<file path="src/rtl/register_file_pkg.sv">
// Shared register-file geometry and the MIPS ALU operation codes used by the datapath.
package register_file_pkg;

    localparam int unsigned RegDataWidth = 32;
    localparam int unsigned RegAddrWidth = 5;
    localparam int unsigned RegCount     = 2 ** RegAddrWidth;

    localparam logic [RegAddrWidth-1:0] REG_ZERO = 5'd0;

    // 3'b011 and 3'b111 are unused encodings.
    typedef enum logic [2:0] {
        AluAnd  = 3'b000,
        AluOr   = 3'b001,
        AluAdd  = 3'b010,
        AluSub  = 3'b100,
        AluMult = 3'b101,
        AluSlt  = 3'b110
    } alu_op_e;

endpackage

</file>
<file path="src/rtl/register_file.sv">
// MIPS architectural register file: two combinational read ports, one clocked write port,
// a never-bypassed debug read port, and $0 hardwired to zero.
module register_file
    import register_file_pkg::*;
#(
    parameter int unsigned DATA_WIDTH = RegDataWidth,
    parameter int unsigned ADDR_WIDTH = RegAddrWidth,
    parameter bit          BYPASS     = 1'b1
) (
    input  logic                  clk,
    input  logic                  rst,
    input  logic [ADDR_WIDTH-1:0] read_addr_a,
    input  logic [ADDR_WIDTH-1:0] read_addr_b,
    output logic [DATA_WIDTH-1:0] read_data_a,
    output logic [DATA_WIDTH-1:0] read_data_b,
    input  logic                  write_enable,
    input  logic [ADDR_WIDTH-1:0] write_addr,
    input  logic [DATA_WIDTH-1:0] write_data,
    input  logic [ADDR_WIDTH-1:0] debug_addr,
    output logic [DATA_WIDTH-1:0] debug_data
);

    localparam int unsigned NumRegs = 2 ** ADDR_WIDTH;

    // Entry 0 has no storage; the array starts at index 1.
    logic [DATA_WIDTH-1:0] regs [1:NumRegs-1];

    always_ff @(posedge clk or posedge rst) begin
        if (rst) begin
            for (int i = 1; i < NumRegs; i++) begin
                regs[i] <= '0;
            end
        end else if (write_enable && (write_addr != '0)) begin
            regs[write_addr] <= write_data;
        end
    end

    function automatic logic [DATA_WIDTH-1:0] read_mux(input logic [ADDR_WIDTH-1:0] addr,
                                                       input logic                  allow_bypass);
        logic [DATA_WIDTH-1:0] data;
        data = '0;
        if (addr != '0) begin
            if (allow_bypass && write_enable && (write_addr == addr)) begin
                data = write_data;
            end else begin
                data = regs[addr];
            end
        end
        return data;
    endfunction

    always_comb begin
        read_data_a = read_mux(read_addr_a, BYPASS);
        read_data_b = read_mux(read_addr_b, BYPASS);
        debug_data  = read_mux(debug_addr, 1'b0);
    end

endmodule

</file>
<file path="config.mk">
export PLATFORM = sky130hd
export DESIGN_NAME = register_file
export DESIGN_NICKNAME = d
export VERILOG_FILES = /design/src/rtl/register_file_pkg.sv /design/src/rtl/register_file.sv
export SDC_FILE = /design/constraint.sdc
export NUM_CORES = 2
export LEC_CHECK = 0
export CAP_MARGIN = 25
export CORE_MARGIN = 1
export CORE_UTILIZATION = 30
export CTS_CLUSTER_DIAMETER = 120
export DETAILED_ROUTE_END_ITERATION = 7
export PLACE_DENSITY = 0.47
export SLEW_MARGIN = 20
export SYNTH_ARGS = -nofsm -noshare
export SYNTH_HDL_FRONTEND = slang
export SYNTH_SLANG_ARGS = --single-unit
</file>
<file path="constraint.sdc">
create_clock -name clk -period 41.5 [get_ports clk]
set_clock_uncertainty 0.1 [all_clocks]
set_input_delay 4.15 -clock clk [delete_from_list [all_inputs] [get_ports clk]]
set_output_delay 4.15 -clock clk [all_outputs]
set_load 0.01 [all_outputs]
</file>
==> flow_summary.json <==
{
  "yosys.area.top_type": "dfrtp_1",
  "maxSlewViolCount": 0,
  "firstDrtPassIters": 6,
  "syn_inst": 4078,
  "area_growth_pct": 13.66,
  "cellPowerDensity_mw_per_mm2": 46.54,
  "synth_edf_count": 0,
  "grt-ovfl-total": 0,
  "max_slew_margin_pct": 21.18,
  "grt_antenna_before_repair": 15,
  "synthArstFlopShare_pct": 100.0,
  "instances_no_fill": 6780,
  "postCtsHoldBufs": 0,
  "gp_congestion": 0.7697,
  "ant_nets": 0,
  "clk_pin_slew_ns": 0.06,
  "rsz0062_at_grt": "no",
  "fp.dieArea_mm2": 0.2068,
  "synth_area_leaders": "dfrtp_1 40%, mux4_2 26%, mux2_2 21%",
  "power.internal_mw": 2.288,
  "synth_common_cells": "1168 x mux2_2, 992 x dfrtp_1, 720 x mux4_2",
  "postCtsSetupBuffers": 0,
  "std_cell_rows": 165,
  "finalCritPeriodShare_pct": 32.28,
  "yosysUniqueCellTypes": 52,
  "yosys_warnings": 0,
  "cts_tree": "done",
  "status": "finished clean",
  "met2_length_mm": 122.3,
  "synthFlopType": "dfrtp_1",
  "worst_slew_pin_slew_ns": 1.182,
  "syn_area_per_cell_um2": 15.08,
  "place_hpwl_mm": 142.5,
  "ir_worst_vdd_mv": 0.03180,
  "m1WireLength_mm": 104.0,
  "dr_wl_met3_mm": 16.96,
  "p_clk_share_pct": 32.8,
  "finalHoldViolations": 0,
  "insertion_delay_ns": 0.74,
  "leakage_nw": 28.24,
  "vias_per_cell": 6.139,
  "synth-seq-cells": 992,
  "final.min_clock_period_ns": 13.40,
  "nets": 4067,
  "path_class": "input port to output pin",
  "wl_per_cell_um": 37.58,
  "pin_count": 151,
  "crit_required_ns": 37.25,
  "drive_gt1_share_pct": 56.71,
  "grt_max_degree": 160,
  "root_buffer": "clkbuf_16",
  "top_register": "regs",
  "ys_seq_area_share_pct": 40.36,
  "placed_cell_area_mm2": 0.06598,
  "fmax_mhz": 74.64,
  "crit_fanout": 63,
  "grt_pass1_vias": 42376,
  "clock_sinks": 992,
  "totalWireLength_mm": 254.8,
  "cts_resized": 0,
  "clockBufferDepth": 3,
  "start_util_pct": 30.31,
  "seqPwrFrac_pct": 41.2,
  "arrival_ns": 9.15,
  "final_cell_area_mm2": 0.06990,
  "die-height_um": 454.8,
  "die_width_um": 454.8,
  "placed_cells": 6566,
  "syn_nets": 4133,
  "cts_made_buffers": 114,
  "combPwrFrac_pct": 26.0,
  "setup_viol": 0,
  "grt.total_usage_pct": 24.55,
  "min_path_type": "register to register",
  "io_buffers": 150,
  "htreeDepth": 3,
  "cap_violations": 0,
  "vias": 41623,
  "worst_setup_path_end_kind": "output pin",
  "setup_tns_ns": 0,
  "core_mm2": 0.2029,
  "drc": 0,
  "drt_iter0_markers": 4324,
  "grt_pass1_wl_mm": 355.1,
  "synth_top_area_share_pct": 40.36,
  "power_switching_mw": 0.9652,
  "largest_registers": "regs: 992 flops",
  "top_layer": "met5",
  "critPathLaunchType": "input port",
  "largest_register_ff_count": 992,
  "syn_area_mm2": 0.06150,
  "synth_most_common_cell": "mux2_2",
  "p_sw_share_pct": 29.67
}
[metrics by stage]
stage                     util, %  hold slack (ns)  total power, mW  setup slack (ns)
after global placement      32.34           0.4177            2.182             28.06
after global routing        34.44           0.4627            3.388             27.79
after floorplan                 -           0.4075            1.914             9.341
after detailed placement    32.51           0.4307            2.198             28.03
final                       34.45           0.4431            3.253             28.10
after CTS                   34.41           0.4449            3.270             28.02
[cell type report]
class,instances,area [um2]
diodes,8,20.02
clock inverters,34,419.2
fillers,19577,133000
inverters,2,15.01
multi-input cells,2600,34880
clock buffers,170,3437
repair buffers,302,2969
flip-flops and latches,992,24820
well taps,2672,3343
[final timing paths]
path | from | endpoint | slack (ns) | cells past startpoint
max | debug_addr[0] | debug_data[30] | 28.10 | 8
min | regs[695] | regs[695] | 0.44 | 1
max reg2reg | regs[635] | regs[635] | 40.57 | 1
min reg2reg | regs[695] | regs[695] | 0.44 | 1
max in group asynchronous | rst | regs[97] | 33.73 | 7
min in group asynchronous | rst | regs[185] | 3.84 | 2
[per-layer routing]
metal	GRT usage, %	vias to the layer above
li1	-	16323
met1	32.00	23064
met2	39.90	1763
met3	4.919	465
met4	9.927	8
met5	0	-
[power groups by stage]
stage / Combinational, mW / Clock [mW] / Sequential (mW)
2_1_floorplan: 0.624 / 0 / 1.29
3_3_place_gp: 0.838 / 0 / 1.34
3_5_place_dp: 0.848 / 0 / 1.35
4_1_cts: 0.852 / 1.09 / 1.33
5_1_grt: 0.895 / 1.12 / 1.37
6_report: 0.846 / 1.07 / 1.34
[layout by cell type, fill, tap and decap left out, drive strengths merged, types with 31 or more instances in the layout]
| cell type | count |
|---|---|
| mux2 | 1168 |
| dfrtp | 992 |
| mux4 | 720 |
| clkbuf | 170 |
| buf | 167 |
| clkdlybuf4s50 | 135 |
| a221oi | 71 |
| a22oi | 68 |
| mux2i | 64 |
| nor2b | 57 |
| nand2 | 49 |
| a22o | 48 |
| o22ai | 37 |
| a21oi | 35 |
| or3 | 32 |
| o211ai | 31 |
| o221a | 31 |
[critical path, stage by stage]
cell             delay (ns)
buf_8                  0.55
buf_4                  0.83
buf_4                  0.88
buf_4                  0.62
mux4_2                 0.56
mux4_2                 0.48
mux2_2                 0.33
clkdlybuf4s50_1        0.51
[cell families (layout without fill, tap and decap cells)]
logic type | Yosys count | after routing | share of synthesized area [%]
AO/OA/AOI/OAI | 406 | 406 | 5.165
XOR/XNOR | 10 | 10 | 0.1424
buffers and inverters | 486 | 508 | 3.497
flip-flops | 992 | 992 | 40.36
multiplexers | 1952 | 1952 | 48.79
other | 0 | 8 | 0
AND/OR/NAND/NOR | 232 | 232 | 2.039
(Power assumes the default switching activity.)
